===== src/rtl/cpu_types_pkg.sv =====
// rtl/cpu_types_pkg.sv - shared types and constants for the pipeline hazard unit
package cpu_types_pkg;

   localparam int COUNT_W = 16;

   typedef enum logic [1:0] {
      RUN   = 2'd0,
      DWAIT = 2'd1,
      HALT  = 2'd2
   } hazard_state_t;

endpackage


===== src/rtl/sat_counter.sv =====
// rtl/sat_counter.sv - saturating up-counter with synchronous active-high clear
module sat_counter #(
   parameter int W = 16
) (
   input  logic         i_clk,
   input  logic         i_rst,
   input  logic         i_inc,
   output logic [W-1:0] o_count
);

   logic [W-1:0] r_count;
   logic         w_at_max;

   assign w_at_max = (r_count == {W{1'b1}});

   // count up on request, holding at all-ones instead of wrapping
   always_ff @(posedge i_clk) begin
      if (i_rst) begin
         r_count <= '0;
      end else if (i_inc && !w_at_max) begin
         r_count <= r_count + {{(W-1){1'b0}}, 1'b1};
      end
   end

   assign o_count = r_count;

endmodule


===== src/rtl/hazard_unit.sv =====
// rtl/hazard_unit.sv - pipeline stall/flush control with memory wait and halt handling
module hazard_unit
   import cpu_types_pkg::*;
(
   input  logic               CLK,
   input  logic               RST,
   input  logic               ihit,
   input  logic               dhit,
   input  logic               exmem_dREN,
   input  logic               exmem_dWEN,
   input  logic               idex_dREN,
   input  logic [4:0]         idex_Rt,
   input  logic [4:0]         ifid_Rs,
   input  logic [4:0]         ifid_Rt,
   input  logic               ifid_usesRt,
   input  logic               branch_taken,
   input  logic               jump,
   input  logic               halt,
   output logic               pc_en,
   output logic               ifid_en,
   output logic               ifid_flush,
   output logic               idex_en,
   output logic               idex_flush,
   output logic               exmem_en,
   output logic               memwb_en,
   output logic               halted,
   output logic [COUNT_W-1:0] stall_cnt,
   output logic [COUNT_W-1:0] flush_cnt
);

   hazard_state_t r_state;
   hazard_state_t w_state_next;
   logic          r_flush_pend;
   logic          w_pend_next;
   logic          w_dmem_busy;
   logic          w_advance;
   logic          w_load_use;
   logic          w_want_flush;
   logic          w_stall_inc;
   logic          w_flush_inc;

   assign w_dmem_busy  = (exmem_dREN | exmem_dWEN) & ~dhit;
   assign w_advance    = ihit & ~w_dmem_busy;
   // register 0 is hardwired, so a load targeting it never creates a dependency
   assign w_load_use   = idex_dREN && (idex_Rt != 5'd0) &&
                         ((idex_Rt == ifid_Rs) || (ifid_usesRt && (idex_Rt == ifid_Rt)));
   assign w_want_flush = branch_taken | r_flush_pend;

   // next-state and pipeline control; a branch flush outranks load-use and jump
   always_comb begin
      w_state_next = r_state;
      w_pend_next  = r_flush_pend;
      w_stall_inc  = 1'b0;
      w_flush_inc  = 1'b0;
      pc_en        = 1'b0;
      ifid_en      = 1'b0;
      ifid_flush   = 1'b0;
      idex_en      = 1'b0;
      idex_flush   = 1'b0;
      exmem_en     = 1'b0;
      memwb_en     = 1'b0;
      if (!RST) begin
         case (r_state)
            RUN, DWAIT: begin
               if (w_advance) begin
                  pc_en    = 1'b1;
                  ifid_en  = 1'b1;
                  idex_en  = 1'b1;
                  exmem_en = 1'b1;
                  memwb_en = 1'b1;
                  if (w_want_flush) begin
                     ifid_flush  = 1'b1;
                     idex_flush  = 1'b1;
                     w_pend_next = 1'b0;
                     w_flush_inc = 1'b1;
                  end else if (w_load_use) begin
                     pc_en      = 1'b0;
                     ifid_en    = 1'b0;
                     idex_flush = 1'b1;
                  end else if (jump) begin
                     ifid_flush  = 1'b1;
                     w_flush_inc = 1'b1;
                  end
                  w_state_next = halt ? HALT : RUN;
               end else begin
                  // a branch resolved during a freeze must not be lost
                  if (branch_taken) begin
                     w_pend_next = 1'b1;
                  end
                  w_state_next = w_dmem_busy ? DWAIT : RUN;
               end
               w_stall_inc = ~pc_en;
            end
            HALT: begin
               w_state_next = HALT;
            end
            default: begin
               w_state_next = RUN;
            end
         endcase
      end
   end

   // state and pending-flush registers; reset overrides every other event
   always_ff @(posedge CLK) begin
      if (RST) begin
         r_state      <= RUN;
         r_flush_pend <= 1'b0;
      end else begin
         r_state      <= w_state_next;
         r_flush_pend <= w_pend_next;
      end
   end

   assign halted = (r_state == HALT);

   sat_counter #(.W(COUNT_W)) u_stall_cnt (
      .i_clk   (CLK),
      .i_rst   (RST),
      .i_inc   (w_stall_inc),
      .o_count (stall_cnt)
   );

   sat_counter #(.W(COUNT_W)) u_flush_cnt (
      .i_clk   (CLK),
      .i_rst   (RST),
      .i_inc   (w_flush_inc),
      .o_count (flush_cnt)
   );

endmodule


===== config.mk =====
export PLATFORM = sky130hd
export DESIGN_NAME = hazard_unit
export DESIGN_NICKNAME = d
export VERILOG_FILES = /design/src/rtl/cpu_types_pkg.sv /design/src/rtl/sat_counter.sv /design/src/rtl/hazard_unit.sv
export SDC_FILE = /design/constraint.sdc
export NUM_CORES = 1
export LEC_CHECK = 0
export CAP_MARGIN = 20
export CORE_MARGIN = 2
export CORE_UTILIZATION = 25
export CTS_BUF_LIST = sky130_fd_sc_hd__clkbuf_8
export DETAILED_ROUTE_END_ITERATION = 10
export MAX_ROUTING_LAYER = met4
export SLEW_MARGIN = 20
export SYNTH_ARGS = -nofsm -noshare
export SYNTH_HDL_FRONTEND = slang
export SYNTH_SLANG_ARGS = --single-unit
export TNS_END_PERCENT = 5

===== constraint.sdc =====
create_clock -name CLK -period 2.5 [get_ports CLK]
set_clock_uncertainty 0.15 [all_clocks]
set_input_delay 0.375 -clock CLK [delete_from_list [all_inputs] [get_ports CLK]]
set_output_delay 0.375 -clock CLK [all_outputs]
set_load 0.01 [all_outputs]

## Word level (Yosys, flattened, before mapping)

Cells that the tools add are included.

| storage, ports and cells | value |
|---|---|
| bits in registers | 35 |
| bits of input ports | 26 |
| output and inout port bits | 40 |
| logic and storage cells | 65 |

| operators by class | value |
|---|---|
| add/subtract/negate cells | 2 |
| eq/ne operators | 7 |
| mux-type cells | 32 |
| bitwise logic cells | 7 |
| reductions and logical operators | 13 |

Operators by type and width:

| cell | number |
|---|---|
| $add 16x1->16 const B | 2 |
| $eq 16x16->1 const B | 2 |
| $mux 1 | 29 |
| $eq 5x5->1 | 2 |
| $logic_and 1x1->1 | 5 |
| $reduce_bool 5->1 | 1 |
| $mux 2 | 2 |
| $pmux 2 s2 | 1 |
| $not 1->1 | 3 |
| $reduce_and 3->1 | 1 |
| $and 1x1->1 | 2 |
| $eq 2x1->1 const B | 1 |
| $eq 2x2->1 const B | 1 |
| $logic_not 1->1 | 2 |
| $logic_not 2->1 | 1 |
| $ne 2x1->1 const B | 1 |
| $or 1x1->1 | 2 |
| $reduce_bool 2->1 | 1 |
| $reduce_or 2->1 | 1 |
| $logic_or 1x1->1 | 1 |

## Longest topological paths before layout

Gate-level depths: netlist of the first run.

| logic depth | value |
|---|---|
| depth after elaboration | 13 |
| mapped depth | 9 |
| mapped depth without buffers | 7 |

## Hierarchy

From an unflattened synthesis of the first run, not the netlist that was laid out.

| second synthesis, totals | value |
|---|---|
| cell total of the unflattened synthesis | 233 |
| area total of the unflattened synthesis | 1988.2 µm² |

Modules (own cells, without submodules):

| module | times used | cells each | area each (µm²) | seq. area each (µm²) |
|---|---|---|---|---|
| sat_counter | 2 | 96 | 833.3 | 320.3 |
| hazard_unit | 1 | 41 | 321.6 | 60.1 |

## Worst setup path after synthesis of the first run

OpenSTA, ideal clock, no wires.

| timing | value |
|---|---|
| kind | input -> register |
| start | in idex_Rt[1] |
| end | reg u_flush_cnt.r_count[6], in the netlist u_flush_cnt.o_count[6] |
| arrival | 2.054 ns |
| data required time | 2.227 ns |
| slack | 0.173 ns |
| cell stages on the path | 6 |
| path buffers | 1 |
| cells stage by stage | or4_1 > o21a_4 > a211o_1 > buf_6 > a21oi_2 > mux2_1 |

| between the ends | value |
|---|---|
| word-level cells in the longest chain between the ends | 10 |
| elaborated cells between the ends (all ways) | 13 |
| those cells by class | eq/ne: 2; mux: 5; reduce/logical: 6 |

RTL lines:

| item | line | text |
|---|---|---|
| from (decl) | hazard_unit.sv:12 | `input logic [4:0] idex_Rt,` |
| $eq 5x5->1 | hazard_unit.sv:46 | `((idex_Rt == ifid_Rs) \|\| (ifid_usesRt && (idex_Rt == ifid_Rt)));` |
| $logic_and 1x1->1 | hazard_unit.sv:46 |  |
| $logic_or 1x1->1 | hazard_unit.sv:46 |  |
| $logic_and 1x1->1 (*) | hazard_unit.sv:45 | `assign w_load_use = idex_dREN && (idex_Rt != 5'd0) &&` |
| $mux 1 (*) | hazard_unit.sv:76 | `end else if (w_load_use) begin` |
| $mux 1 (*) | hazard_unit.sv:71 | `if (w_want_flush) begin` |
| $mux 1 (*) | hazard_unit.sv:65 | `if (w_advance) begin` |
| $mux 1 (*) | hazard_unit.sv:63 | `case (r_state)` |
| $mux 1 (*) | hazard_unit.sv:62 | `if (!RST) begin` |
| $logic_and 1x1->1 (*) | sat_counter.sv:20 | `end else if (i_inc && !w_at_max) begin` |
| to (signal assigned) | sat_counter.sv:21 | `r_count <= r_count + {{(W-1){1'b0}}, 1'b1};` |
| to (decl) | sat_counter.sv:11 | `logic [W-1:0] r_count;` |

Every way passes the cells marked *; elsewhere a longest branch is shown, timed or not.
A chain may end at the register's enable or synchronous reset.

## Worst setup path in the final report of the first run

| timing | value |
|---|---|
| start | in ifid_Rs[0] |
| end | reg u_flush_cnt.r_count[6], in the netlist u_flush_cnt.o_count[6] |

| between the ends | value |
|---|---|
| word-level cells in the longest chain between the ends | 9 |

RTL lines:

| item | line | text |
|---|---|---|
| from (decl) | hazard_unit.sv:13 | `input logic [4:0] ifid_Rs,` |
| $eq 5x5->1 | hazard_unit.sv:46 |  |
| $logic_or 1x1->1 | hazard_unit.sv:46 |  |
| $logic_and 1x1->1 | hazard_unit.sv:45 |  |
| $mux 1 | hazard_unit.sv:76 |  |
| $mux 1 | hazard_unit.sv:71 |  |
| $mux 1 | hazard_unit.sv:65 |  |
| $mux 1 | hazard_unit.sv:63 |  |
| $mux 1 | hazard_unit.sv:62 |  |
| $logic_and 1x1->1 | sat_counter.sv:20 |  |

Every way passes these cells.

==> results of run 1 <==
==> critical path, cell delays in order <==
cell	delay (ns)
clkdlybuf4s50_1	0.42
xnor2_1	0.13
nand2_1	0.11
o22ai_4	0.09
buf_6	0.13
buf_4	0.14
a211o_1	0.34
buf_12	0.16
buf_6	0.13
a21oi_2	0.14
mux2_4	0.30
==> metrics by stage <==
stage          TNS [ns]  utilization  std cells  setup WS [ns]  hold WS, ns
6_report              0        0.416        456         0.0731        0.346
5_1_grt         -0.0679        0.416        456        -0.0265        0.381
4_1_cts          -0.222        0.388        446        -0.0277        0.354
3_5_place_dp      -8.94        0.375        437         -0.437        0.341
3_3_place_gp      -8.48        0.375        437         -0.419        0.333
2_1_floorplan         0            -        250          0.173        0.320
==> how the worst max path moves through the flow <==
| stage | depth (start not counted) | end | slack [ns] |
|---|---|---|---|
| 4_1_cts | 10 | u_stall_cnt.o_count[3] | -0.03 |
| 3_3_place_gp | 7 | ifid_flush | -0.42 |
| 6_report | 11 | u_flush_cnt.o_count[6] | 0.07 |
| 5_1_grt | 11 | u_flush_cnt.o_count[3] | -0.03 |
| 3_5_place_dp | 5 | pc_en | -0.44 |
| 2_1_floorplan | 6 | u_flush_cnt.o_count[6] | 0.17 |
==> cell families after synthesis <==
family / after synthesis / share of synthesized area
flops: 35 / 0.333
mux: 14 / 0.0742
compound gates: 61 / 0.207
fa+ha+maj: 2 / 0.0119
xor+xnor: 10 / 0.0416
buf+inv: 22 / 0.0552
simple gates: 106 / 0.277
==> sequential cells by signal (all words and copies together), names as in the netlist <==
| name | cells |
|---|---|
| u_stall_cnt.o_count | 16 |
| r_flush_pend | 1 |
| r_state | 2 |
| u_flush_cnt.o_count | 16 |
==> cell type report <==
cell class | count | area (um^2) | area share
multi-input combinational | 193 | 1420 | 0.417
timing repair buffer | 109 | 1050 | 0.308
sequential | 35 | 701 | 0.206
tap | 105 | 131 | 0.0386
clock buffer | 5 | 68.8 | 0.0202
inverter | 6 | 22.5 | 0.00662
clock inverter | 3 | 12.5 | 0.00368
==> where the power goes <==
group	switching, W	internal [W]
combinational	0.000111	0.000137
clock	0.000209	0.000188
sequential	0.00000697	0.000565
total	0.000327	0.000889
==> per-layer routing <==
metal  up-vias  routed length [um]  global-route usage  part of all wire
li1       1124                   -                   -                 -
met1      1044                2880               0.171              0.46
met2        42                3010               0.220              0.48
met3        11                 241              0.0329             0.039
met4         0                 116              0.0452             0.019
met5         -                   0                   -                 0
==> timing repair <==
item                                    CTS  global route
pin swaps                                 2             9
buffers inserted                          1            10
endpoints found under the setup margin   15            31
resized for setup                        22            36
cloned                                    0             0
==> synthesized netlist by cell type (2+ instances only) <==
library cell  number  area [um^2]
a211o_1            2         17.5
a21oi_1           19         95.1
a21oi_2            8         70.1
and3_1             7         43.8
and4_1             3         26.3
buf_2              3         15.0
buf_4              6         45.0
clkbuf_1           6         22.5
dfxtp_1           35          701
ha_1               2         25.0
inv_1              6         22.5
mux2_1             8         90.1
mux2_2             5         56.3
nand2_1           15         56.3
nand3_1           14         70.1
nand3b_1           2         15.0
nand4_1            9         56.3
nor2_1            19         71.3
nor2b_1           14         87.6
nor3_1             6         30.0
o21ai_0            9         45.0
o311ai_0           2         17.5
o31ai_1           10         75.1
o41ai_1            2         17.5
or3_1              3         18.8
or4_1             10         75.1
xnor2_1           10         87.6
==> flow_summary.ini, run 1 <==
[floorplan]
start_util = 0.258
die_width_um = 95.8
core_um2 = 8180
ios = 66
dieArea_um2 = 9180
rows = 33
die_y_um = 95.8

[cts]
cts-buffers-inserted = 5
ctsHoldBuffers = 0
htreeDepth = 2
clk_path_buf_depth = 2
clock_latency_ns = 0.29
clkSlewWorstSetupHoldPaths_ns = 0.07
cts_tree = built
root_buffer = clkbuf_8
cts_num_sinks = 35

[placed_design]
place_area_um2 = 3070
dpl.hpwl_mm = 4.41
place_congestion = 0.786
port_buffers = 65

[synth]
syn_nets = 278
ys_warn_count = 0
synth-seq-cells = 35
syn_area_per_cell_um2 = 8.43
syn_inst = 250
async_flop_share = 0
yosysSeqAreaShare = 0.333
syn_area_um2 = 2110
ys.flop_type = dfxtp_1
synth-edff-count = 0
synth_cell_types = 42

[critical_path]
worstPathRequired_ns = 2.53
worstSetupEndpointType = flop
crit_arrival_ns = 2.46
crit_start = ifid_Rs[0]
crit_type = in2reg
reg2reg_from = u_flush_cnt.o_count[0]
cp-start-kind = input port
rr_endpoint = u_flush_cnt.o_count[6]
path_max_fanout = 5
r2r_slack_ns = 0.14
reg2reg_depth = 9

[drt]
vias = 2221
drc = 0
drtIter0Drc = 51
ant_nets = 0
wire_per_inst_um = 13.7
vias_per_cell = 4.87
wl_mm = 6.25
dr.pass1.iters = 4

[sta]
worst_pin_slew_ns = 0.486
fmax_ghz = 0.412
finalCriticalPeriod_ns = 2.43
setup_viol = 0
finalCritPeriodShare = 0.971
slew_headroom = 0.675
hold_viol_final = 0
maxSlewViolCount = 0

[final_layout]
fillerInstances = 814
diodes = 0
syn2layout_area_growth_pct = 61.4
most-common-layout-cells = clkdlybuf4s50_1, buf_4, dfxtp_1, a21oi_1, nor2_1
layout-drive-gt1-share = 0.265
layout_commonest_cell = clkdlybuf4s50_1
nNetsFinal = 378
design_area_um2 = 3400

[min_path]
min-delay-start = u_stall_cnt.o_count[11]
hold_path_end = u_stall_cnt.o_count[11]
hp-class = reg2reg
hold_depth = 2

[global_routing]
grt_start_max_net_pins = 45
grt_pass1_wl_mm = 9.78
overflow = 0
grt_pass1_vias = 2137
grt_usage = 0.138
antenna_found_initial = 0

[power_and_ir_drop]
power_w = 0.00122
p_leak_nw = 1.38
peakVddDrop_uv = 171
powerDensity_nw_per_um2 = 358

[flow_run]
cap_viol_max_count = 0

[status]
status = complete, no violations
Power figures use the tool's default switching activity.
==> run 2, diff against run 1 <==
--- a/config.mk
+++ b/config.mk
@@ -7,10 +7,11 @@
 export LEC_CHECK = 0
 export CAP_MARGIN = 20
 export CORE_MARGIN = 2
-export CORE_UTILIZATION = 25
+export CORE_UTILIZATION = 48
 export CTS_BUF_LIST = sky130_fd_sc_hd__clkbuf_8
 export DETAILED_ROUTE_END_ITERATION = 10
 export MAX_ROUTING_LAYER = met4
+export PLACE_DENSITY = 0.82
 export SLEW_MARGIN = 20
 export SYNTH_ARGS = -nofsm -noshare
 export SYNTH_HDL_FRONTEND = slang
==> run 2 against run 1 <==
Critical path depth rose by 1. The run now ends with negative setup slack left. Largest cell class unchanged. Highest routed layer unchanged. Utilization rose by 33 points. Critical path type unchanged. Cell count fell by 14%. Total power rose by 8.0%. Largest power group unchanged. Via count rose by 1.8%. Worst setup slack got worse by 0.11 ns.
==> flow_summary.ini, run 2 (synthesis results as in run 1) <==
[critical_path]
reg2reg_from = u_flush_cnt.o_count[0]
worstSetupEndpointType = flop
crit_start = idex_Rt[3]
r2r_slack_ns = 0.10
path_max_fanout = 5
crit_type = in2reg
crit_arrival_ns = 2.57
worstPathRequired_ns = 2.53
cp-start-kind = input port

[sta]
worst_pin_slew_ns = 0.457
finalCritPeriodShare = 1.02
timing.final.ws_setup_ns = -0.0398
rsz0062_at_grt = true
hold_viol_final = 0
fmax_ghz = 0.394
tns_ns = -0.100
slew_headroom = 0.694
maxSlewViolCount = 0
finalCriticalPeriod_ns = 2.54
fin_hold_ws_ns = 0.346
setup_viol = 6

[cts]
clkSlewWorstSetupHoldPaths_ns = 0.08
cts_tree = built
root_buffer = clkbuf_8
cts_num_sinks = 35
htreeDepth = 2
clk_path_buf_depth = 2
cts-buffers-inserted = 5
clock_latency_ns = 0.30

[floorplan]
die_width_um = 70.3
start_util = 0.491
dieArea_um2 = 4940
rows = 24
ios = 66
die_y_um = 70.3
core_um2 = 4290

[placed_design]
dpl.hpwl_mm = 3.97
port_buffers = 65
dp_slack_ns = -0.394
place_congestion = 0.785
place_area_um2 = 2960

[global_routing]
grt_start_max_net_pins = 45
grt_pass1_wl_mm = 9.51
grt_usage = 0.240
antenna_found_initial = 0
grt_pass1_vias = 2074
overflow = 0

[drt]
wire_per_inst_um = 15.1
wl_mm = 5.92
dr.pass1.iters = 4
drc = 0
ant_nets = 0
drtIter0Drc = 214
vias_per_cell = 5.79
vias = 2262

[min_path]
min-delay-start = u_stall_cnt.o_count[11]
hp-class = reg2reg

[final_layout]
most-common-layout-cells = clkdlybuf4s50_1, dfxtp_1, buf_4, nor2_1, a21oi_1
syn2layout_area_growth_pct = 51.8
design_area_um2 = 3200
nNetsFinal = 366
layout_commonest_cell = clkdlybuf4s50_1
diodes = 0
layout-drive-gt1-share = 0.209

[status]
status = finished, violations left
violations = negative setup slack

[power_and_ir_drop]
powerDensity_nw_per_um2 = 411
p_leak_nw = 1.24
peakVddDrop_uv = 468

[flow_run]
cap_viol_max_count = 0
==> run 2: changes by cell type in the layout (fill, tap and decap cells not counted), sizes merged <==
| cell | delta |
|---|---|
| inv | -2 |
| dlygate4sd2 | +3 |
| buf | -15 |
| clkdlybuf4s50 | +2 |
| bufinv | +1 |
| clkbuf | +1 |
| dlymetal6s2s | -3 |
| clkinv | +1 |
==> run 2: repair_timing <==
action                     4_1_cts  5_1_grt
setup endpoints to repair        8       28
hold buffers                     0        0
pin swaps                        1        8
setup buffers                    1        4
gates cloned                     0        0
resized for setup               11       22
==> run 2: layer usage <==
layer  routed length, um  GRT usage  up-vias
met4                 102     0.0662        0
met2                2840      0.382       84
met5                   0          -        -
li1                    -          -     1098
met1                2630      0.309     1064
met3                 342     0.0505       16
==> run 2: path summary, 6_finish.rpt <==
path                              to  depth (start not counted)
max          u_flush_cnt.o_count[15]                         12
min          u_stall_cnt.o_count[11]                          2
max reg2reg  u_flush_cnt.o_count[15]                          9
min reg2reg  u_stall_cnt.o_count[11]                          2
==> run 2: worst max-delay path: stages <==
cell	delay (ns)
dlygate4sd2_1	0.25
buf_4	0.15
xnor2_1	0.15
nand4_1	0.17
o22ai_4	0.09
buf_4	0.14
buf_4	0.14
a211o_1	0.35
buf_12	0.15
buf_12	0.12
a21oi_2	0.16
mux2_4	0.31
==> run 2: cell type report <==
type / instances / area (um^2)
inverter: 6 / 22.5
fill: 320 / 1100
sequential: 35 / 701
clock inverter: 3 / 43.8
multi-input combinational: 193 / 1350
timing repair buffer: 97 / 948
tap: 52 / 65.1
clock buffer: 5 / 68.8
==> run 2: through the flow <==
step,total power [W],std cells,utilization
floorplan,0.000681,250,-
finish,0.00131,391,0.745
global placement,0.000787,379,0.690
detailed placement,0.000792,379,0.690
CTS,0.00131,388,0.721
global route,0.00137,391,0.745
==> run 2: power by group <==
group	internal, W	switching, W	total, W	leakage, nW
Combinational	0.000118	0.000101	0.000219	0.904
Clock	0.000297	0.000225	0.000522	0.0581
Sequential	0.000565	0.00000809	0.000573	0.283
==> run 3, diff against run 2 <==
--- a/config.mk
+++ b/config.mk
@@ -6,6 +6,7 @@
 export NUM_CORES = 1
 export LEC_CHECK = 0
 export CAP_MARGIN = 20
+export CORE_ASPECT_RATIO = 0.8
 export CORE_MARGIN = 2
 export CORE_UTILIZATION = 48
 export CTS_BUF_LIST = sky130_fd_sc_hd__clkbuf_8
==> run 3 against run 2 <==
Combinational power is 11% higher. Non-clock buffer count decreased by 1. The run still ends with negative setup slack left. Register-to-register slack better by 0.02 ns. Critical endpoint is now u_flush_cnt.o_count[8].
==> flow_summary.ini, run 3 (synthesis results as in run 1) <==
[placed_design]
port_buffers = 65
place_area_um2 = 2950
place_congestion = 0.805
dpl.hpwl_mm = 3.98
dp_slack_ns = -0.439

[sta]
maxSlewViolCount = 0
timing.final.ws_setup_ns = -0.0499
worst_pin_slew_ns = 0.439
finalCriticalPeriod_ns = 2.55
fmax_ghz = 0.392
tns_ns = -0.295
slew_headroom = 0.706
finalCritPeriodShare = 1.02
hold_viol_final = 0
setup_viol = 10

[flow_run]
cap_viol_max_count = 0

[critical_path]
worstSetupEndpointType = flop
reg2reg_depth = 7
critPathTopFamily = buffers and inverters
cp_num_buf_inv = 4
crit_path_top_delay_cell = clkdlybuf4s50_1
cp-start-kind = input port
max_stage_delay_ns = 0.48
crit_arrival_ns = 2.58
crit_type = in2reg
worstPathRequired_ns = 2.53
rr_endpoint = u_stall_cnt.o_count[1]
reg2reg_from = u_stall_cnt.o_count[6]
path_max_fanout = 6
crit_chain = clkdlybuf4s50_1 -> xnor2_2 -> nand4_1 -> o22ai_4 -> buf_6 -> buf_4 -> a211o_4 -> clkbuf_16 -> a21oi_2 -> mux2_2
r2r_slack_ns = 0.12

[floorplan]
die_y_um = 63.3
die_width_um = 78.1
rows = 21
ios = 66
start_util = 0.501
core_um2 = 4200
dieArea_um2 = 4940

[min_path]
hold_path_end = u_stall_cnt.o_count[9]
hold_depth = 2
min-delay-start = u_stall_cnt.o_count[9]
hp-class = reg2reg

[drt]
met1Wirelength_mm = 2.80
wire_per_inst_um = 16.5
wl_mm = 6.53
drtIter0Drc = 178
dr.pass1.iters = 4
wl_met3_um = 459
ant_nets = 0
vias_per_cell = 5.83
highest_layer = met4
met2_length_mm = 3.12
drc = 0
vias = 2301

[final_layout]
most-common-layout-cells = clkdlybuf4s50_1, dfxtp_1, buf_4, nor2_1
fillerInstances = 295
diodes = 0
layout_commonest_cell = clkdlybuf4s50_1
design_area_um2 = 3270
syn2layout_area_growth_pct = 55.2
layout-drive-gt1-share = 0.246
nNetsFinal = 365

[cts]
clk_path_buf_depth = 2
cts_num_sinks = 35
root_buffer = clkbuf_8
cts_tree = built
clkSlewWorstSetupHoldPaths_ns = 0.08
htreeDepth = 2
ctsHoldBuffers = 0
cts-buffers-inserted = 5
clock_latency_ns = 0.29

[power_and_ir_drop]
p_leak_nw = 1.26
p_seq_frac = 0.422
power.share.combinational = 0.180
powerDensity_nw_per_um2 = 415
clkPwrFrac = 0.397
power_w = 0.00136
switching_share = 0.252
intPower_w = 0.00101
p_switching_w = 0.000342
peakVddDrop_uv = 358

[status]
status = finished, violations left
violations = negative setup slack

[global_routing]
grt_start_max_net_pins = 45
antenna_found_initial = 0
overflow = 0
grt_pass1_vias = 2087
grt_usage = 0.243
grt_pass1_wl_mm = 9.56
==> run 3: cell count changes in the layout (fill, tap and decap cells not counted), moves of 5 or more <==
cell and delta:
a21oi_1 -5, buf_4 -7, clkdlybuf4s50_1 +5, mux2_1 +5, buf_6 +6, a21oi_2 +5
==> run 3: final cells by class <==
| cell class | count | area (um^2) | area share |
|---|---|---|---|
| Sequential cell | 35 | 701 | 0.214 |
| Clock buffer | 6 | 82.6 | 0.0252 |
| Inverter | 6 | 22.5 | 0.00689 |
| Tap cell | 57 | 71.3 | 0.0218 |
| Multi-Input combinational cell | 193 | 1420 | 0.434 |
| Timing Repair Buffer | 96 | 938 | 0.287 |
| Clock inverter | 2 | 35.0 | 0.0107 |
==> run 3: power groups by stage <==
stage	Clock, W	Combinational, W	Sequential [W]
final	0.000539	0.000244	0.000573
after global routing	0.000577	0.000258	0.000573
after CTS	0.000545	0.000211	0.000571
after detailed placement	0	0.000205	0.000584
after global placement	0	0.000199	0.000584
after floorplan	0	0.0000947	0.000586
==> run 3: timing repair <==
item                                    in CTS  in global routing
gates resized for setup                     22                 31
endpoints found under the setup margin       9                 31
pin swaps                                    2                 10
gates cloned                                 0                  2
endpoints found under the hold margin        0                  0
buffers inserted                             1                  1
==> run 3: tightest hold or removal path: cells and delay by family, from the launching register on <==
family,cells,cell delay [ns]
DFF,1,0.33
AOI/OAI and AO/OA,2,0.13
==> run 3: layer usage <==
layer,vias to the layer above,track usage
li1,1095,-
met1,1082,0.313
met2,111,0.381
met3,13,0.0487
met4,0,0.0877
met5,-,-
==> run 3: per-stage QoR <==
stage | util | hold slack (ns) | std cells
after floorplan | - | 0.320 | 250
after global placement | 0.702 | 0.327 | 383
after detailed placement | 0.702 | 0.336 | 383
after CTS | 0.737 | 0.348 | 392
after global routing | 0.778 | 0.378 | 395
final | 0.778 | 0.351 | 395
==> run 3: worst max-delay path by stage <==
stage / startpoint / slack, ns / depth (start not counted) / endpoint
floorplan: idex_Rt[1] / 0.17 / 6 / u_flush_cnt.o_count[6]
global placement: idex_Rt[1] / -0.40 / 7 / ifid_flush
detailed placement: idex_Rt[1] / -0.44 / 7 / ifid_flush
CTS: idex_Rt[1] / -0.02 / 10 / u_stall_cnt.o_count[3]
global route: ifid_Rt[3] / -0.07 / 10 / u_flush_cnt.o_count[10]
finish: ifid_Rt[3] / -0.05 / 10 / u_flush_cnt.o_count[8]
